==> src/rtl/argo_pkg.sv <==
// rtl/argo_pkg.sv - shared argo channel types and defaults
package argo_pkg;

  localparam int ARGO_DATA_WIDTH = 32;

  typedef enum logic [1:0] {
    ST_RUN   = 2'd0,
    ST_DRAIN = 2'd1,
    ST_DONE  = 2'd2
  } argo_state_e;

  // Only RUN admits new words; DRAIN and DONE only empty the buffer.
  function automatic logic argo_accepting(input argo_state_e st);
    return st == ST_RUN;
  endfunction

endpackage

==> src/rtl/argo_sync_fifo.sv <==
// rtl/argo_sync_fifo.sv - show-ahead synchronous fifo with wrapping pointers
module argo_sync_fifo #(
  parameter int DATA_WIDTH = 32,
  parameter int DEPTH      = 4
) (
  input  logic                  clock,
  input  logic                  resetn,
  input  logic                  push,
  input  logic                  pop,
  input  logic [DATA_WIDTH-1:0] wdata,
  output logic                  full,
  output logic                  empty,
  output logic [DATA_WIDTH-1:0] rdata
);

  localparam int AW = $clog2(DEPTH);
  localparam logic [AW:0] DEPTH_CNT = DEPTH[AW:0];

  logic [DATA_WIDTH-1:0] mem [DEPTH];
  logic [AW-1:0]         wptr;
  logic [AW-1:0]         rptr;
  logic [AW:0]           count;

  // Storage is deliberately left out of reset; only pointers define validity.
  always_ff @(posedge clock) begin
    if (push) begin
      mem[wptr] <= wdata;
    end
  end

  always_ff @(posedge clock or negedge resetn) begin
    if (!resetn) begin
      wptr  <= '0;
      rptr  <= '0;
      count <= '0;
    end else begin
      if (push) begin
        wptr <= wptr + AW'(1);
      end
      if (pop) begin
        rptr <= rptr + AW'(1);
      end
      case ({push, pop})
        2'b10:   count <= count + (AW+1)'(1);
        2'b01:   count <= count - (AW+1)'(1);
        default: count <= count;
      endcase
    end
  end

  assign full  = (count == DEPTH_CNT);
  assign empty = (count == '0);
  assign rdata = mem[rptr];

endmodule

==> src/rtl/argo_chan_receiver.sv <==
// rtl/argo_chan_receiver.sv - channel receiver with flush/drain fsm, word count and xor checksum
module argo_chan_receiver
  import argo_pkg::*;
#(
  parameter int DATA_WIDTH = ARGO_DATA_WIDTH,
  parameter int DEPTH      = 4
) (
  input  logic                  clock,
  input  logic                  resetn,
  input  logic                  ivalid,
  input  logic [DATA_WIDTH-1:0] datain,
  output logic                  oready,
  output logic                  ovalid,
  output logic [DATA_WIDTH-1:0] dataout,
  input  logic                  iready,
  input  logic                  flush,
  output logic                  done,
  output logic [31:0]           word_count,
  output logic [DATA_WIDTH-1:0] checksum
);

  argo_state_e state;
  logic        full;
  logic        empty;
  logic        push;
  logic        pop;

  // oready depends only on registered state so upstream never sees a combinational loop.
  assign oready = argo_accepting(state) && !full;
  assign ovalid = !empty;
  assign push   = ivalid && oready;
  assign pop    = ovalid && iready;

  argo_sync_fifo #(
    .DATA_WIDTH (DATA_WIDTH),
    .DEPTH      (DEPTH)
  ) u_fifo (
    .clock  (clock),
    .resetn (resetn),
    .push   (push),
    .pop    (pop),
    .wdata  (datain),
    .full   (full),
    .empty  (empty),
    .rdata  (dataout)
  );

  always_ff @(posedge clock or negedge resetn) begin
    if (!resetn) begin
      state <= ST_RUN;
      done  <= 1'b0;
    end else begin
      done <= 1'b0;
      case (state)
        ST_RUN: begin
          if (flush) begin
            state <= ST_DRAIN;
          end
        end
        ST_DRAIN: begin
          if (empty) begin
            state <= ST_DONE;
            done  <= 1'b1;
          end
        end
        ST_DONE: begin
          state <= ST_RUN;
        end
        default: begin
          state <= ST_RUN;
        end
      endcase
    end
  end

  always_ff @(posedge clock or negedge resetn) begin
    if (!resetn) begin
      word_count <= '0;
      checksum   <= '0;
    end else if (push) begin
      word_count <= word_count + 32'd1;
      checksum   <= checksum ^ datain;
    end
  end

endmodule

==> config.mk <==
export PLATFORM = sky130hd
export DESIGN_NAME = argo_chan_receiver
export DESIGN_NICKNAME = d
export VERILOG_FILES = /design/src/rtl/argo_pkg.sv /design/src/rtl/argo_sync_fifo.sv /design/src/rtl/argo_chan_receiver.sv
export SDC_FILE = /design/constraint.sdc
export NUM_CORES = 1
export LEC_CHECK = 0
export ABC_AREA = 0
export ABC_CLOCK_PERIOD_IN_PS = 2300
export CORE_AREA = 2 2 136 138
export CTS_BUF_LIST = sky130_fd_sc_hd__clkbuf_8 sky130_fd_sc_hd__clkbuf_16
export CTS_CLUSTER_DIAMETER = 100
export DETAILED_ROUTE_END_ITERATION = 8
export DIE_AREA = 0 0 138 140
export PLACE_DENSITY = 0.71
export SLEW_MARGIN = 40
export SYNTH_ARGS = -nofsm -noshare
export SYNTH_HDL_FRONTEND = slang
export SYNTH_SLANG_ARGS = --single-unit
==> constraint.sdc <==
create_clock -name clock -period 2.3 [get_ports clock]
set_input_delay 0.23 -clock clock [delete_from_list [all_inputs] [get_ports clock]]
set_output_delay 0.23 -clock clock [all_outputs]
set_load 0.01 [all_outputs]
# After elaboration in Yosys (flattened, before gate mapping)
# Memory sizes are Yosys's and may differ from the RTL's.
# Index checks and enable logic that the tools add are counted.
dict set report totals {
  regBits 74
  mem_bits_rw 128
  memories 1
}
dict set report op_classes {
  addsub 5
  eq_ne 6
  mux 8
  n_bitwise 1
  reduce_logical 9
}
# memory words word_bits rd rd_ports_with_merged_regs wr line_no
set mem_list {}
lappend mem_list {u_fifo.mem 4 32 1 0 1 argo_sync_fifo.sv:19} ;# logic [DATA_WIDTH-1:0] mem [DEPTH];
# op n
set ops {}
lappend ops {{$add 32x1->32 const B} 1}
lappend ops {{$xor 32x32->32} 1}
lappend ops {{$pmux 3 s2} 1}
lappend ops {{$add 2x1->2 const B} 2}
lappend ops {{$eq 2x1->1 const B} 2}
lappend ops {{$mux 1} 4}
lappend ops {{$mux 2} 2}
lappend ops {{$ne 2x2->1 const B} 2}
lappend ops {{$pmux 2 s2} 1}
lappend ops {{$add 3x1->3 const B} 1}
lappend ops {{$eq 3x3->1 const B} 1}
lappend ops {{$logic_and 1x1->1} 3}
lappend ops {{$logic_not 3->1} 1}
lappend ops {{$sub 3x1->3 const B} 1}
lappend ops {{$eq 2x2->1 const B} 1}
lappend ops {{$logic_not 1->1} 2}
lappend ops {{$logic_not 2->1} 1}
lappend ops {{$reduce_and 2->1} 1}
lappend ops {{$reduce_bool 2->1} 1}

# Longest topological paths before layout
# Gate-level depths: netlist (run 1).
dict set report logic_depth {
  word_depth 6
  depth_mapped 11
  mapped_depth_nobuf 9
}

# By module
# From an unflattened synthesis (run 1), not the netlist that was laid out.
dict set report unflattened {
  hier_cells 447
  area_unflattened_um2 7916.3
}
# module instances cells_per_inst area_per_inst_um2 seq_area_each_um2
set by_module_without_submodules {}
lappend by_module_without_submodules {argo_sync_fifo 1 204 5064.9 4018.9}
lappend by_module_without_submodules {argo_chan_receiver 1 243 2851.5 1676.6}

# Worst setup path after synthesis (run 1)
# No wires, ideal clock.
dict set report synth_path {
  path_kind {flip-flop to flip-flop}
  start {register u_fifo.count[0]}
  end {register u_fifo.count[2]}
  setup_ns 0.079
  arrival_ns 2.214
  t_required_ns 2.221
  path_slack_ns 0.007
  stages_incl_launch_ff 12
  path_buffers 2
  path_cell_list {dfrtp_1 > or3b_4 > and2_1 > buf_2 > buf_4 > inv_1 > ha_1 > inv_1 > fa_1 > xor2_1 > nor2_1 > xor2_1}
}
dict set report synth_between {
  elab_chain_len 6
  elab_cells_between_ends 13
  classes_between {2 x add/sub; 3 x eq/ne; 1 x mux; 7 x reduce/logical}
}
# item line_no
set synth_rtl {}
lappend synth_rtl {{start: declaration} argo_sync_fifo.sv:22} ;# logic [AW:0] count;
lappend synth_rtl {{start signal: assignment} argo_sync_fifo.sv:44} ;# 2'b10: count <= count + (AW+1)'(1);
lappend synth_rtl {{start signal: assignment} argo_sync_fifo.sv:45} ;# 2'b01: count <= count - (AW+1)'(1);
lappend synth_rtl {{start signal: assignment} argo_sync_fifo.sv:46} ;# default: count <= count;
lappend synth_rtl {{$eq 3x3->1} argo_sync_fifo.sv:51} ;# assign full = (count == DEPTH_CNT);
lappend synth_rtl {{$logic_not 1->1} argo_chan_receiver.sv:29} ;# assign oready = argo_accepting(state) && !full;
lappend synth_rtl {{$logic_and 1x1->1} argo_chan_receiver.sv:29}
lappend synth_rtl {{$logic_and 1x1->1} argo_chan_receiver.sv:31} ;# assign push = ivalid && oready;
lappend synth_rtl {{$eq 2x1->1 / $eq 2x2->1 (equally long branches)} argo_sync_fifo.sv:43} ;# case ({push, pop})
lappend synth_rtl {{$pmux 3 s2 / $reduce_bool 2->1 (equally long branches)} -}
# Several ways; a longest one is shown, not always the timed one.
# A chain may end at the register's enable or synchronous reset.

# Final worst setup path (run 1)
dict set report layout_path {
  start {register u_fifo.rptr[0]}
  end {output port dataout[0]}
}
dict set report layout_between {
  elab_chain_len 1
}
# item line_no
set layout_rtl {}
lappend layout_rtl {{start: declaration} argo_sync_fifo.sv:21} ;# logic [AW-1:0] rptr;
lappend layout_rtl {{start signal: assignment} argo_sync_fifo.sv:41} ;# rptr <= rptr + AW'(1);
lappend layout_rtl {{$mem_v2 4x32} -}
lappend layout_rtl {{end: declaration} argo_chan_receiver.sv:14} ;# output logic [DATA_WIDTH-1:0] dataout,
# No other way between the ends.

==> out/results.ini, run 1 <==
[outcome]
status=finished clean

[logic_synthesis]
syn_avg_cell_area_um2=17.5
synth_xor_area_frac=0.0764
synthAdderAreaFrac=0.0120
ys_ff_latch=202
muxShareOfSynthArea=0.0955
synth_top_family_by_area=multiplexers
synth.distinct_cells=33
ys_seq_area_frac=0.720
yosys.area_share.simple=0.0802
syn_nets=497
synth-compound-area-share=0.000633
yosysWarnings=0
syn_area_mm2=0.00791
synth_cells=453

[routing]
drtIter0Drc=214
first_pass_iters=4
wl_per_cell_um=18.5
dr_wl_met3_um=1130
wl_met1_um=6680
antenna_left=0
wl_met2_um=7930
drt-total-wl_um=15900
via_per_inst=5.08
vias=4363
highest_layer=met4
drc_errors=0

[die]
fp.dieW_um=138
coreArea_mm2=0.0178
fp.dieArea_mm2=0.0193
fp-row-count=49
boundaryPins=136
start_util=0.445
die_h_um=140

[timing]
rsz0062_at_grt=false
fin_crit_ns=2.23
drv_slew=0
worst_slew_margin_rel=0.661
min_period_over_period=0.967
holdWs_ns=0.218
clock.fmax_mhz=449
timing_hold_violations_final=0
skew_ns=0.00520
setup_violations=0
worst_slew_pin_slew_ns=0.507

[worst_setup_path]
slowest_stage=mux4_2
crit_chain=buf_4 > buf_12 > mux4_2 > dlygate4sd2_1
r2r_end=u_fifo.count[2]$_DFFE_PN0P_
ff2ff_path_depth=9
critPathKind=reg -> out
worst_setup_path_start_kind=register
cp_max_fo=9
rr_startpoint=u_fifo.count[1]$_DFFE_PN0P_
cp.required_ns=2.07
rrSetupSlack_ns=0.17
slowest_delay_ns=0.52
cp-endpoint=dataout[0]
cp_data_arrival_time_ns=2.00
cp-end-kind=output port
critPathLaunch=u_fifo.rptr[0]$_DFFE_PN0P_

[grt]
antenna_found_initial=0
grt_usage=0.165
grt-ovfl-total=0
grt_max_degree=40
grt_pass1_wl_um=25600
grt_pass1_vias=4759

[cells_and_area]
nets=660
antenna_cells=0
layout_commonest_cell=edfxtp_1
layout.cells.non_filler=859
final_cell_mix=128 x edfxtp_1, 101 x clkdlybuf4s50_1, 72 x dfrtp_1, 46 x nand2_1, 44 x xnor2_1
drive_gt1_frac=0.159
area_growth_pct=30.4
num-fill-cells=1380
multi_input_area_mm2=0.00211
seq_area_mm2=0.00570

[clock_tree]
clockBufferDepth=3
cts_tree=built
htreeDepth=1
cts_sinks=202
worstSkewPairLatency_ns=0.47
numCtsBuffers=21
root_buffer=clkbuf_16
clkTransAtPathRegs_ns=0.06

[placed_design]
portBuffers=135
dp_cells=817
place_hpwl_um=10500
globalplace.congestion=0.801

[hold_path]
hp-class=in -> async

[power_and_ir_drop]
peakVddDrop_uv=598
p_per_area_mw_per_mm2=1150
p_total_w=0.0119
power_leakage_nw=3.94

[flow_run]
cap_violations=0

## worst min-delay path by stage
stage / start / to / slack [ns] / depth (start not counted)
2_1_floorplan: resetn / checksum[0]$_DFFE_PN0P_ / -0.07 / 0
5_1_grt: resetn / word_count[27]$_DFFE_PN0P_ / 0.22 / 2
3_5_place_dp: resetn / word_count[25]$_DFFE_PN0P_ / 0.17 / 1
3_3_place_gp: resetn / word_count[26]$_DFFE_PN0P_ / 0.17 / 1
4_1_cts: resetn / word_count[8]$_DFFE_PN0P_ / 0.20 / 2
6_report: resetn / word_count[25]$_DFFE_PN0P_ / 0.22 / 2
## per-stage QoR
| stage | utilization | setup TNS (ns) | area, um2 | worst slack, ns |
|---|---|---|---|---|
| floorplan | - | 0 | 7910 | 0.00713 |
| global placement | 0.542 | 0 | 9630 | 0.180 |
| detailed placement | 0.542 | 0 | 9630 | 0.0983 |
| CTS | 0.577 | -0.251 | 10300 | -0.101 |
| global route | 0.580 | 0 | 10300 | 0.00791 |
| finish | 0.580 | 0 | 10300 | 0.0750 |
## area by class of cell
class / instances / area share
Clock buffer: 23 / 0.0536
Clock inverter: 14 / 0.00874
Inverter: 10 / 0.00364
Multi-Input combinational cell: 225 / 0.204
Sequential cell: 202 / 0.553
Tap cell: 229 / 0.0278
Timing Repair Buffer: 156 / 0.149
## routing by layer
metal  GRT usage  vias up
li1            -     1994
met1       0.211     2204
met2       0.281      143
met3      0.0475       22
met4      0.0371        0
met5           0        -
## registers in the layout, indices dropped and copies added (netlist names)
register / cells
checksum: 32
done: 1
state: 2
u_fifo.count: 3
u_fifo.mem: 128
u_fifo.rptr: 2
u_fifo.wptr: 2
word_count: 32
## report_power, final
group | internal (W) | switching, W | leakage [nW]
sequential | 0.00452 | 0.000418 | 2.08
combinational | 0.00214 | 0.00168 | 1.52
clock | 0.00183 | 0.00129 | 0.340
## logic make-up (layout without fill, tap and decap cells)
kind of cell | after synthesis | in the layout
AND/OR/NAND/NOR | 113 | 113
buffers and inverters | 26 | 203
flip-flops | 202 | 202
XOR/XNOR | 69 | 69
multiplexers | 35 | 35
adder cells (fa/ha/maj) | 7 | 7
AO/OA/AOI/OAI | 1 | 1
## critical path: cells and delay by family, from the launching register on
| family | cells | cell delay [ns] |
|---|---|---|
| flip-flops | 1 | 0.39 |
| multiplexers | 1 | 0.52 |
| buffers and inverters | 3 | 0.60 |
## Yosys cell counts (all sizes together)
cell type,count,area (um2)
and2,3,18.8
and3,9,56.3
and4,7,61.3
and4bb,1,12.5
buf,11,63.8
clkbuf,5,18.8
dfrtp,74,1850
edfxtp,128,3840
fa,1,20.0
ha,6,75.1
inv,10,37.5
mux2,1,15.0
mux2i,2,20.0
mux4,32,721
nand2,46,173
nand3,10,55.1
nand4,5,52.6
nor2,8,30.0
nor3,13,65.1
nor3b,5,48.8
nor4,4,43.8
o21ai,1,5.00
or3,1,6.26
or3b,1,11.3
xnor2,44,385
xor2,25,219
## timing repair
| item | in CTS | in global routing |
|---|---|---|
| pin swaps | 0 | 2 |
| buffers inserted | 1 | 2 |
| gates resized for setup | 32 | 5 |
| endpoints found under the setup margin | 33 | 5 |
| endpoints found under the hold margin | 27 | 0 |
| hold buffers | 1 | 0 |
| gates cloned | 0 | 1 |
No activity file was read; power rests on OpenSTA's default activity.
==> run 2, diff against run 1 <==
- ABC_CLOCK_PERIOD_IN_PS: 2300 -> not set
- RECOVER_POWER: not set -> 50
==> run 2 against run 1 <==
Compared with the run above: first-iteration DRC count is 21% higher; the run now ends with capacitance limit, slew limit left; critical path type unchanged; count of clock-buffer cells in the layout did not move; sequential power about the same; sequential share of layout area is 0.24 points higher.
==> out/results.ini, run 2 (synthesized netlist as in run 1, its figures left out) <==
[outcome]
status=finished with violations
violations=capacitance limit, slew limit

[timing]
setup_violations=0  ; unchanged
min_period_over_period=0.964  ; -0.00309
clock.fmax_mhz=451  ; +0.32%
drv_slew=30  ; +30
worst_slew_pin_slew_ns=1.55  ; +1.05 ns
rsz0062_at_grt=false
fin_crit_ns=2.22  ; -0.00712 ns
skew_ns=0.00513  ; -0.0000670 ns
timing_hold_violations_final=0  ; unchanged
fin_ws_ns=0.0821  ; +0.00712 ns
worst_slew_margin_rel=-0.0367  ; -0.698

[clock_tree]
htreeDepth=1  ; unchanged
cts_sinks=202  ; unchanged
clockBufferDepth=3  ; unchanged
worstSkewPairLatency_ns=0.47  ; about the same
root_buffer=clkbuf_16
clkTransAtPathRegs_ns=0.06  ; about the same
cts_tree=built
numCtsBuffers=21  ; unchanged

[cells_and_area]
num-fill-cells=1384  ; +0.29%
reg_top3=u_fifo.mem (128), checksum (32), word_count (32)
nets=660  ; unchanged
regMostFlops=u_fifo.mem
fin_util=0.577  ; -0.00253
area_growth_pct=29.8
final_cell_mix=128 x edfxtp_1, 72 x dfrtp_1, 63 x dlygate4sd3_1, 46 x nand2_1, 44 x xnor2_1
seq_area_mm2=0.00570  ; unchanged
drive_gt1_frac=0.146  ; -0.0127
layout.cells.non_filler=860  ; +0.12%
largest_register_ffs=128  ; unchanged
layout_commonest_cell=edfxtp_1
multi_input_area_mm2=0.00207  ; -1.9%
fin_area_mm2=0.0103  ; -0.44%

[routing]
drt-total-wl_um=15900  ; -0.24%
drtIter0Drc=260  ; +21%
vias=4394  ; +0.71%
antenna_left=0  ; unchanged
wl_per_cell_um=18.5  ; -0.36%
first_pass_iters=4  ; unchanged
via_per_inst=5.11  ; +0.59%
drc_errors=0  ; unchanged

[hold_path]
hp-class=in -> reg
worstHoldPathCells=3
min_to=state[0]$_DFFE_PN0P_
hp-start=flush

[worst_setup_path]
worst_setup_path_start_kind=register
cp-end-kind=output port
critPathKind=reg -> out
cp_max_fo=9  ; unchanged
ff2ff_path_depth=8  ; -1
crit_chain=buf_4 > clkbuf_16 > mux4_2 > dlygate4sd2_1
cp.required_ns=2.07  ; about the same
r2r_end=u_fifo.count[2]$_DFFE_PN0P_
cp_data_arrival_time_ns=1.99  ; about the same
slowest_delay_ns=0.50  ; -0.02 ns
rrSetupSlack_ns=0.17  ; about the same
slowest_stage=mux4_2
rr_startpoint=u_fifo.count[2]$_DFFE_PN0P_
cp.buffers_inverters=3  ; unchanged
critPathTopFamily=buffers and inverters

[flow_run]
cap_violations=1  ; +1

[grt]
grt_pass1_wl_um=25600  ; unchanged
grt_max_degree=40  ; unchanged
grt_pass1_vias=4759  ; unchanged
grt_usage=0.165  ; unchanged
antenna_found_initial=1  ; +1
grt-ovfl-total=0  ; unchanged

[die]
coreArea_mm2=0.0178  ; unchanged
boundaryPins=136  ; unchanged
fp.dieArea_mm2=0.0193  ; unchanged
fp.dieW_um=138  ; unchanged
fp-row-count=49  ; unchanged
start_util=0.445  ; unchanged
die_h_um=140  ; unchanged

[placed_design]
portBuffers=135  ; unchanged
place_hpwl_um=10500  ; unchanged
globalplace.congestion=0.801  ; unchanged
post-place-ws_ns=0.0983  ; unchanged
dp_cells=817  ; unchanged
placed_area_mm2=0.00963  ; unchanged

[power_and_ir_drop]
p_per_area_mw_per_mm2=1140  ; -0.84%
peakVddDrop_uv=601  ; +0.47%
power_leakage_nw=3.95  ; +0.36%

==> run 2: cell types whose count changed in the layout (fill, tap and decap cells not counted), moves of 2 or more <==
cell             previous run  this run
clkbuf_4                    0         2
buf_4                      15        11
clkdlybuf4s50_1           101        39
clkbuf_1                    0         2
dlygate4sd3_1               1        63
==> run 2: per-layer routing <==
layer,routed length [um],up-vias,global-route usage
met2,7930,163,0.281
met4,187,0,0.0371
met5,0,-,0
met3,1160,22,0.0475
li1,-,1998,-
met1,6610,2211,0.211
==> run 2: layout make-up <==
type,instances,share of cell area
clock buffer,23,0.0539
antenna,1,0.000244
multi-input combinational,225,0.201
tap,229,0.0279
clock inverter,14,0.00877
inverter,10,0.00366
sequential,202,0.555
timing repair buffer,156,0.149
==> run 2: repair_timing <==
action	in CTS	in global routing
gates cloned	0	1
hold endpoints to repair	27	0
setup buffers	1	2
resized for setup	32	5
hold buffers	1	0
setup endpoints to repair	33	5
pin swaps	0	2
==> run 2: worst register-to-register path: stages (launching register included) <==
cell,delay (ns)
dfrtp_1,0.40
or3_1,0.47
and2_0,0.27
ha_2,0.22
inv_1,0.07
fa_2,0.20
xor2_1,0.17
nor2_1,0.08
xor2_1,0.16
==> run 2: worst max path at each step <==
stage / depth (start not counted) / end / slack, ns / startpoint
after floorplan: 11 / u_fifo.count[2]$_DFFE_PN0P_ / 0.007 / u_fifo.count[0]$_DFFE_PN0P_
after global placement: 10 / u_fifo.count[2]$_DFFE_PN0P_ / 0.18 / ivalid
after detailed placement: 10 / u_fifo.count[2]$_DFFE_PN0P_ / 0.1 / ivalid
after CTS: 3 / dataout[30] / -0.10 / u_fifo.rptr[0]$_DFFE_PN0P_
after global routing: 4 / dataout[13] / 0.008 / u_fifo.rptr[0]$_DFFE_PN0P_
final: 4 / dataout[20] / 0.08 / u_fifo.rptr[0]$_DFFE_PN0P_
==> run 2: per-stage QoR <==
stage	setup TNS (ns)	total power [W]	hold slack, ns
global route	0	0.0123	0.383
finish	0	0.0117	0.361
floorplan	0	0.00695	-0.0656
global placement	0	0.00889	0.165
detailed placement	0	0.00901	0.174
CTS	-0.251	0.0120	0.202
==> run 2: power by group <==
group	internal, W	switching [W]
clock network	0.00183	0.00128
logic	0.00202	0.00167
registers	0.00452	0.000400
==> run 3, diff against run 2 <==
--- a/constraint.sdc
+++ b/constraint.sdc
@@ -3,2 +3,2 @@
 set_output_delay 0.23 -clock clock [all_outputs]
-set_load 0.01 [all_outputs]
+set_load 0.02 [all_outputs]
==> run 3 against run 2 <==
Compared with the run above: the run ends with setup timing left; flip-flop and latch count stayed put; utilization grew 0.27 points; routed wire length is essentially flat; clock power grew 9.9%; global-route usage increased by 0.32 points; clock skew is 0.0059 ns higher; maximum frequency fell by 3.9%; combinational power rose by 17%; first-iteration DRC count shrank 25%; register-to-register slack worse by 0.05 ns; critical endpoint is now dataout[12]; largest cell class unchanged.
==> out/results.ini, run 3 (synthesized netlist as in run 1, its figures left out) <==
[cells_and_area]
layout.cells.non_filler=861  ; +0.12%
antenna_cells=0  ; -1
regMostFlops=u_fifo.mem
largest_register_ffs=128  ; unchanged
drive_gt1_frac=0.168  ; +0.0217
reg_top3=u_fifo.mem (128), checksum (32), word_count (32)
layout_commonest_cell=edfxtp_1
final_cell_mix=128 x edfxtp_1, 72 x dfrtp_1, 68 x clkdlybuf4s50_1, 46 x nand2_1, 44 x xnor2_1
nets=660  ; unchanged
area_growth_pct=30.4

[worst_setup_path]
worst_setup_path_start_kind=register
rrSetupSlack_ns=0.12  ; -0.05 ns
ff2ff_path_depth=9  ; +1
r2r_end=u_fifo.count[2]$_DFFE_PN0P_
cp_max_fo=12  ; +3
critPathKind=reg -> out
cp-end-kind=output port
cp.required_ns=2.07  ; about the same
cp_data_arrival_time_ns=2.08  ; +0.09 ns
critPathLaunch=u_fifo.rptr[0]$_DFFE_PN0P_
rr_startpoint=u_fifo.count[0]$_DFFE_PN0P_

[timing]
rsz0062_at_grt=true
fin_ws_ns=-0.00710  ; -0.0892 ns
worst_slew_pin_slew_ns=1.42  ; -0.134 ns
setup_violations=1  ; +1
worst_slew_margin_rel=0.0530  ; +0.0896
skew_ns=0.0110  ; +0.00586 ns
clock.fmax_mhz=433  ; -3.9%
fin_crit_ns=2.31  ; +0.0892 ns
timing_hold_violations_final=0  ; unchanged
drv_slew=0  ; -100%
min_period_over_period=1.00  ; +0.0388

[routing]
vias=4403  ; +0.20%
antenna_left=0  ; unchanged
drc_errors=0  ; unchanged
via_per_inst=5.11  ; about the same
wl_per_cell_um=18.5  ; about the same
drtIter0Drc=194  ; -25%
drt-total-wl_um=15900  ; about the same
first_pass_iters=4  ; unchanged

[grt]
grt-ovfl-total=0  ; unchanged
grt_usage=0.168  ; +0.00319
grt_max_degree=40  ; unchanged
grt_pass1_wl_um=26000  ; +1.4%
grt_pass1_vias=4755  ; -0.084%
antenna_found_initial=0  ; -1

[clock_tree]
numCtsBuffers=22  ; +4.8%
clkTransAtPathRegs_ns=0.06  ; about the same
htreeDepth=1  ; unchanged
root_buffer=clkbuf_16
cts_sinks=202  ; unchanged
worstSkewPairLatency_ns=0.49  ; +0.02 ns
cts_tree=built
clockBufferDepth=3  ; unchanged

[placed_design]
portBuffers=135  ; unchanged
globalplace.congestion=0.805  ; +0.55%
post-place-ws_ns=0.0356  ; -0.0628 ns
dp_cells=818  ; +0.12%
place_hpwl_um=10300  ; -1.6%

[hold_path]
hp-start=flush
min_to=state[0]$_DFFE_PN0P_
hp-class=in -> reg
worstHoldPathCells=3  ; unchanged

[die]
start_util=0.445  ; unchanged
boundaryPins=136  ; unchanged
fp.dieArea_mm2=0.0193  ; unchanged
fp-row-count=49  ; unchanged
die_h_um=140  ; unchanged
fp.dieW_um=138  ; unchanged
coreArea_mm2=0.0178  ; unchanged

[power_and_ir_drop]
power_leakage_nw=3.93  ; -0.59%
netSwitchingFraction=0.313  ; +0.0268
power_frac_comb=0.340  ; +0.026
p_per_area_mw_per_mm2=1230  ; +7.4%
p_switching_w=0.00395  ; +18%
peakVddDrop_uv=717  ; +19%
internal_power_w=0.00870  ; +3.8%
seqPwrFrac=0.389  ; -0.031
clkPwrFrac=0.272  ; +0.006

[outcome]
status=finished with violations
violations=setup timing

[flow_run]
cap_violations=0  ; -1

[run 3: final cells by class]
type	count	area, um2
clock buffer	25	592
clock inverter	15	134
fill	1377	7460
inverter	10	37.5
multi-input combinational	225	2070
sequential	202	5700
tap	229	287
timing repair buffer	155	1500
[run 3: power by group through the flow]
stage / combinational [W] / clock [W] / sequential, W
after global routing: 0.00459 / 0.00368 / 0.00499
after floorplan: 0.00216 / 0 / 0.00532
final: 0.00430 / 0.00343 / 0.00491
after CTS: 0.00441 / 0.00352 / 0.00493
after detailed placement: 0.00454 / 0 / 0.00499
after global placement: 0.00448 / 0 / 0.00494
[run 3: per-layer routing]
layer | GRT usage | routed length [um] | vias to the layer above
li1 | - | - | 2001
met1 | 0.225 | 7000 | 2253
met2 | 0.282 | 7670 | 134
met3 | 0.0444 | 1080 | 15
met4 | 0.0311 | 144 | 0
met5 | 0 | 0 | -
[run 3: per-stage QoR]
step	instance area, um2	util	power (W)	hold slack [ns]	TNS, ns
6_report	10300	0.580	0.0126	0.345	-0.00710
5_1_grt	10300	0.580	0.0133	0.373	-0.604
4_1_cts	10400	0.583	0.0129	0.180	-0.215
3_5_place_dp	9620	0.541	0.00952	0.165	0
3_3_place_gp	9620	0.541	0.00942	0.152	0
2_1_floorplan	7910	-	0.00748	-0.0656	0
[run 3: repair_timing]
item,in CTS,in global routing
hold buffers,1,0
pin swaps,0,2
cloned,1,0
setup endpoints to repair,33,21
resized for setup,45,6
setup buffers,0,1
hold endpoints to repair,24,0
[run 3: how the worst max path moves through the flow]
stage / end / cells after the start / slack, ns
after floorplan: u_fifo.count[2]$_DFFE_PN0P_ / 11 / 0.007
after global placement: u_fifo.count[2]$_DFFE_PN0P_ / 10 / 0.18
after detailed placement: u_fifo.count[2]$_DFFE_PN0P_ / 10 / 0.04
after CTS: dataout[12] / 3 / -0.04
after global routing: dataout[30] / 3 / -0.07
final: dataout[12] / 3 / -0.007
[run 3: worst max-delay path: stages (launching register included)]
cell and delay [ns]:
dfrtp_2 0.41, bufbuf_16 0.33, mux4_2 0.51, dlygate4sd2_1 0.34
